**src/rtl/axi_10g_ethernet_0_tx_arbiter.sv**
```systemverilog
// Packet-level arbiter sharing the 10G MAC TX AXI4-Stream between the ARP
// reply, ARP request and TCP/IP sources. Fixed priority with a TCP starvation
// guard, zero-latency data mux, and a per-frame beat watchdog that truncates
// over-long frames and drains the rest of the offending source frame.
module axi_10g_ethernet_0_tx_arbiter #(
   parameter int unsigned STARVE_LIMIT = 4,
   parameter int unsigned MAX_BEATS    = 190
) (
   input  logic        aclk,
   input  logic        aresetn,
   input  logic [63:0] s_reply_tdata,
   input  logic [7:0]  s_reply_tkeep,
   input  logic        s_reply_tvalid,
   input  logic        s_reply_tlast,
   output logic        s_reply_tready,
   input  logic [63:0] s_request_tdata,
   input  logic [7:0]  s_request_tkeep,
   input  logic        s_request_tvalid,
   input  logic        s_request_tlast,
   output logic        s_request_tready,
   input  logic [63:0] s_tcp_tdata,
   input  logic [7:0]  s_tcp_tkeep,
   input  logic        s_tcp_tvalid,
   input  logic        s_tcp_tlast,
   output logic        s_tcp_tready,
   output logic [63:0] m_axis_tdata,
   output logic [7:0]  m_axis_tkeep,
   output logic        m_axis_tvalid,
   output logic        m_axis_tlast,
   input  logic        m_axis_tready,
   output logic        reply_done,
   output logic        request_done,
   output logic        tcp_done,
   output logic [2:0]  grant,
   output logic        trunc_err
);

   typedef enum logic [2:0] {
      ST_IDLE,
      ST_REPLY,
      ST_REQUEST,
      ST_TCP,
      ST_DRAIN
   } state_t;

   localparam logic [3:0]  STREAK_MAX = 4'(STARVE_LIMIT);
   localparam logic [15:0] LAST_BEAT  = 16'(MAX_BEATS - 1);

   // One-hot source codes, bit order {tcp, request, reply} to match grant
   localparam logic [2:0] SRC_REPLY   = 3'b001;
   localparam logic [2:0] SRC_REQUEST = 3'b010;
   localparam logic [2:0] SRC_TCP     = 3'b100;

   state_t      state_q, state_d;
   logic [2:0]  drain_src_q, drain_src_d;
   logic [3:0]  streak_q, streak_d;
   logic [15:0] beat_cnt_q, beat_cnt_d;
   logic [2:0]  grant_q, grant_d;
   logic [2:0]  done_q, done_d;
   logic        trunc_q, trunc_d;

   logic [2:0]  sel;
   logic [63:0] sel_tdata;
   logic [7:0]  sel_tkeep;
   logic        sel_tvalid;
   logic        sel_tlast;
   logic        at_limit;
   logic        owner_hs;
   logic [3:0]  arp_streak;

   assign at_limit = (beat_cnt_q == LAST_BEAT);

   // Streak value after an ARP win: counts only while TCP is being held off
   assign arp_streak = !s_tcp_tvalid ? 4'd0 :
                       (streak_q == STREAK_MAX) ? streak_q : streak_q + 4'd1;

   // Select the stream of the source that owns the port or is being drained
   always_comb begin
      sel = 3'b000;
      case (state_q)
         ST_REPLY:   sel = SRC_REPLY;
         ST_REQUEST: sel = SRC_REQUEST;
         ST_TCP:     sel = SRC_TCP;
         ST_DRAIN:   sel = drain_src_q;
         default:    sel = 3'b000;
      endcase
      sel_tdata  = ({64{sel[0]}} & s_reply_tdata) | ({64{sel[1]}} & s_request_tdata) |
                   ({64{sel[2]}} & s_tcp_tdata);
      sel_tkeep  = ({8{sel[0]}} & s_reply_tkeep) | ({8{sel[1]}} & s_request_tkeep) |
                   ({8{sel[2]}} & s_tcp_tkeep);
      sel_tvalid = |(sel & {s_tcp_tvalid, s_request_tvalid, s_reply_tvalid});
      sel_tlast  = |(sel & {s_tcp_tlast, s_request_tlast, s_reply_tlast});
   end

   // MAC-side outputs and source backpressure; tlast forced on the watchdog beat
   always_comb begin
      m_axis_tdata     = '0;
      m_axis_tkeep     = '0;
      m_axis_tvalid    = 1'b0;
      m_axis_tlast     = 1'b0;
      s_reply_tready   = 1'b0;
      s_request_tready = 1'b0;
      s_tcp_tready     = 1'b0;
      owner_hs         = 1'b0;
      case (state_q)
         ST_REPLY, ST_REQUEST, ST_TCP: begin
            m_axis_tdata  = sel_tdata;
            m_axis_tkeep  = sel_tkeep;
            m_axis_tvalid = sel_tvalid;
            m_axis_tlast  = sel_tlast | at_limit;
            {s_tcp_tready, s_request_tready, s_reply_tready} = sel & {3{m_axis_tready}};
            owner_hs      = sel_tvalid & m_axis_tready;
         end
         ST_DRAIN: begin
            {s_tcp_tready, s_request_tready, s_reply_tready} = sel;
         end
         default: ;
      endcase
   end

   // Arbitration, frame tracking, watchdog truncation and drain sequencing
   always_comb begin
      state_d     = state_q;
      drain_src_d = drain_src_q;
      streak_d    = streak_q;
      beat_cnt_d  = beat_cnt_q;
      done_d      = 3'b000;
      trunc_d     = 1'b0;
      case (state_q)
         ST_IDLE: begin
            beat_cnt_d = '0;
            if (s_tcp_tvalid && (streak_q == STREAK_MAX)) begin
               state_d  = ST_TCP;
               streak_d = '0;
            end else if (s_reply_tvalid) begin
               state_d  = ST_REPLY;
               streak_d = arp_streak;
            end else if (s_request_tvalid) begin
               state_d  = ST_REQUEST;
               streak_d = arp_streak;
            end else if (s_tcp_tvalid) begin
               state_d  = ST_TCP;
               streak_d = '0;
            end
         end
         ST_REPLY, ST_REQUEST, ST_TCP: begin
            if (owner_hs) begin
               beat_cnt_d = beat_cnt_q + 16'd1;
               if (sel_tlast) begin
                  done_d  = sel;
                  state_d = ST_IDLE;
               end else if (at_limit) begin
                  trunc_d     = 1'b1;
                  drain_src_d = sel;
                  state_d     = ST_DRAIN;
               end
            end
         end
         ST_DRAIN: begin
            if (sel_tvalid && sel_tlast) begin
               done_d  = sel;
               state_d = ST_IDLE;
            end
         end
         default: state_d = ST_IDLE;
      endcase

      case (state_d)
         ST_REPLY:   grant_d = SRC_REPLY;
         ST_REQUEST: grant_d = SRC_REQUEST;
         ST_TCP:     grant_d = SRC_TCP;
         default:    grant_d = 3'b000;
      endcase
   end

   // State and registered grant/pulse outputs with synchronous active-low reset
   always_ff @(posedge aclk) begin
      if (!aresetn) begin
         state_q     <= ST_IDLE;
         drain_src_q <= 3'b000;
         streak_q    <= '0;
         beat_cnt_q  <= '0;
         grant_q     <= 3'b000;
         done_q      <= 3'b000;
         trunc_q     <= 1'b0;
      end else begin
         state_q     <= state_d;
         drain_src_q <= drain_src_d;
         streak_q    <= streak_d;
         beat_cnt_q  <= beat_cnt_d;
         grant_q     <= grant_d;
         done_q      <= done_d;
         trunc_q     <= trunc_d;
      end
   end

   assign grant = grant_q;
   assign {tcp_done, request_done, reply_done} = done_q;
   assign trunc_err = trunc_q;

endmodule

```
**config.mk**
```make
export PLATFORM = sky130hd
export DESIGN_NAME = axi_10g_ethernet_0_tx_arbiter
export DESIGN_NICKNAME = d
export VERILOG_FILES = /design/src/rtl/axi_10g_ethernet_0_tx_arbiter.sv
export SDC_FILE = /design/constraint.sdc
export NUM_CORES = 1
export LEC_CHECK = 0
export CAP_MARGIN = 5
export CELL_PAD_IN_SITES_DETAIL_PLACEMENT = 0
export CELL_PAD_IN_SITES_GLOBAL_PLACEMENT = 2
export CORE_UTILIZATION = 12
export CTS_CLUSTER_DIAMETER = 100
export CTS_CLUSTER_SIZE = 16
export DETAILED_ROUTE_END_ITERATION = 10
export PLACE_DENSITY = 0.85
export SETUP_SLACK_MARGIN = 0.15
export SLEW_MARGIN = 20
export SYNTH_ARGS = -nofsm -noshare
export SYNTH_HDL_FRONTEND = slang
export SYNTH_SLANG_ARGS = --single-unit
```
**constraint.sdc**
```tcl
create_clock -name aclk -period 2.04 [get_ports aclk]
set_input_delay 0.306 -clock aclk [delete_from_list [all_inputs] [get_ports aclk]]
set_output_delay 0.306 -clock aclk [all_outputs]
set_load 0.01 [all_outputs]
```
==> metrics.md <==
| Metric | Value |
|---|---|
| Hold WS | `0.506 ns` |
| Setup ws final | `-0.324 ns` |
| Fin cells | `1,106` |
| Fin. Hold Viols | `0` |
| Post-DP HPWL | `between 15 and 20 mm` |
| Initial DRT Pass Iterations | `6` |
| Critical Path Fanout Max | `7` |
| CTS sink cnt | `33` |
| Synth area leader | `a222oi_1` |
| CTS tree | `done` |
| DRC Markers | `0` |
| Die Height | `159 um` |
| Vias in the first global route | `between 4k and 5k` |
| Critical-path cell list | `and4bb_2, or2_4, bufbuf_16, buf_12, a222oi_1, nor2_1, buf_2` |
| WL/cell | `19.2 um` |
| CP max stage delay | `approximately 0.36 ns` |
| MaxCap Viol Count | `0` |
| Outcome | `finished with violations` |
| Ys async rst share | `0%` |
| Inst Count DP | `about 1.1k` |
| Syn Inst Count | `between 300 and 400` |
| Syn. warnings | `0` |
| GR Overflow Total | `0` |
| Worst-Skew Late Latency | `0.28 ns` |
| Starting density of the core | `approximately 12%` |
| Setup WS pre-CTS | `-0.383 ns` |
| DR iter-0 viols | `627` |
| Largest net degree at the start of global routing | `29` |
| Cts hold-fix bufs | `0` |
| Most common cell in the synthesized netlist | `nor2_1` |
| Slowest-stage cell, CP | `dfxtp_4` |
| Yosys cell types | `44` |
| Rel. slew slack | `72.3%` |
| First-pass GRT wire length | `between 30 and 40 mm` |
| Worst IR Drop VDD | `0.000436 V` |
| Post-synth EDFFs | `0` |
| Initial antenna violation count | `2` |
| TritonCTS Buffers | `5` |
| Vias | `between 4k and 5k` |
| # fillers | `between 2k and 3k` |
| CORE AREA | `24,200 sq um` |
| Startpoint Class | `register` |
| Post-Syn Nets | `approximately 600` |
| Antenna-violating nets left | `0` |
| Max frequency | `approximately 420 MHz` |
| Slew Limit Fails | `0` |
| Yosys top cell area share | `24.7%` |
| H-tree depth | `2` |
| Post-synthesis sequential area ratio | `22.4%` |
| Pleak | `0.00303 uW` |
| Layout cell share with drive strength beyond 1 | `a little under a third` |
| Rows | `57` |
| Syn_area_per_cell | `between 7 and 8 sq um` |
| Area grow syn2layout | `162%` |
| Ports | `between 300 and 400` |
| CP Class | `register to output port` |
| IO buf count | `about 300` |
| Clock transition at the registers of the reported paths | `0.05 ns` |
| Placer Congestion | `0.827` |
| CP endpoint kind | `output port` |
| Die extent in x | `around 160 um` |
| Total track usage | `between 10% and 20%` |
| Die area | `25,200 sq um` |
| Post-synth top cells | `98 x nor2_1, 73 x a222oi_1, 34 x clkbuf_1` |
| Clock Tree Buf Depth | `2` |
| WP data arrival | `a little over 2 ns` |
| Reg2reg path depth | `9` |
| Routed vias/inst | `between 4 and 5` |
| Failing checks | `setup timing` |
| Hold Path Class | `register to register` |
| Min cycle time layout | `approximately 2.4 ns` |
| Power per Cell Area | `a little under 500 nW/um^2` |
| Synth area leaders | `a222oi_1 25%, dfxtp_1 22%, nor2_1 12%` |
| CP required | `1.73 ns` |
| Layout Nets | `slightly above 1k` |
| Power Total | `~3700 uW` |
| Tcrit/Tclk final | `116%` |
| Total Wirelength | `21.2 mm` |
| Root Buffer | `clkbuf_16` |
| Ys flop type | `dfxtp_1` |
| RSZ-0062 raised after global routing | `true` |
| Setup Viol. Count Final | `78` |
| Hold path cells | `2` |
| Final Skew | `about 0.0032 ns` |
| Flops & latches, synth | `33` |
| Mapped Area | `2950 sq um` |
| Worst Max-Slew Pin Slew | `around 0.41 ns` |
[through the flow]
step,TNS (ns),utilization (%),area [sq um]
global placement,-24.55,29.3,7120
finish,-17.16,31.9,7730
detailed placement,-24.17,29.3,7120
CTS,-18.51,31.1,7550
floorplan,0,-,2990
global route,-24.57,31.9,7730
[report_power, final]
group / switching, uW / internal (uW)
registers: 16.5 / 667
clock network: 275 / 487
logic: 997 / 1300
total: 1290 / 2450
[sequential cells by signal (all words and copies together) (netlist names)]
name	flops
drain_src_q	3
state_q	3
grant	3
done_q	3
beat_cnt_q	16
trunc_err	1
streak_q	4
[worst max-delay path: cells and delay by family, from the launching register on]
kind / cells / cell delay [ns]
buf+inv: 3 / 0.57
simple gates: 3 / 0.58
compound gates: 1 / 0.27
flops: 1 / 0.36
[worst paths after layout]
check / slack [ns] / from / to
setup / recovery: -0.32 / state_q[0] / m_axis_tkeep[6]
setup reg to reg: -0.23 / state_q[1] / done_q[2]
hold reg to reg: 0.51 / beat_cnt_q[5] / beat_cnt_q[5]
hold / removal: 0.51 / beat_cnt_q[5] / beat_cnt_q[5]
[placed cells by master, fill, tap and decap left out, types with 4 or more instances in the layout]
cell               n
buf_6             30
nand2_1           11
buf_4             61
nor3_1             5
xnor2_1            7
clkdlybuf4s50_1  231
buf_2             64
clkbuf_16          7
ha_1               4
inv_1             11
buf_12            16
dlygate4sd2_1      5
nor2_1            96
a21oi_1            9
clkdlybuf4s15_2    4
a2111oi_4          6
nand2b_1           4
a21oi_2            7
o21ai_0            7
buf_16             5
nand3_1            8
xor2_1             5
a222oi_1          73
nand4_1            5
dfxtp_1           30
[area by class of cell]
class | instances | area, sq um | share of cell area, %
Timing Repair Buffer | 425 | 4140 | 53.5
Multi-Input combinational cell | 303 | 2320 | 30.1
Sequential cell | 33 | 672 | 8.69
Tap cell | 324 | 405 | 5.25
Clock buffer | 8 | 146 | 1.89
Inverter | 11 | 41.3 | 0.534
Antenna cell | 2 | 5.00 | 0.0648
[repair_timing]
| action | CTS | global route |
|---|---|---|
| pin swaps | 81 | 60 |
| gates resized for setup | 330 | 38 |
| setup endpoints to repair | 96 | 105 |
| setup buffers | 16 | 5 |
| gates cloned | 7 | 4 |
[metal layers]
| layer | up-vias | wire (um) | track usage (%) |
|---|---|---|---|
| met5 | - | 0 | 0 |
| met4 | 0 | 401 | 4.68 |
| met3 | 21 | 1330 | 2.25 |
| met2 | 252 | 10600 | 27.3 |
| met1 | 2346 | 8910 | 19.5 |
| li1 | 2335 | - | - |
[cells by family (layout without fill, tap and decap cells)]
kind of cell / count (synthesis) / after routing / share of synthesized area (%)
compound gates: 120 / 120 / 37.5
simple gates: 163 / 164 / 26.2
mux: 2 / 2 / 0.678
xor+xnor: 13 / 13 / 3.85
flops: 33 / 33 / 22.4
fa+ha+maj: 4 / 4 / 1.69
buf+inv: 51 / 444 / 7.75
other cells: 0 / 2 / 0
No activity file was read; power rests on OpenSTA's default activity.
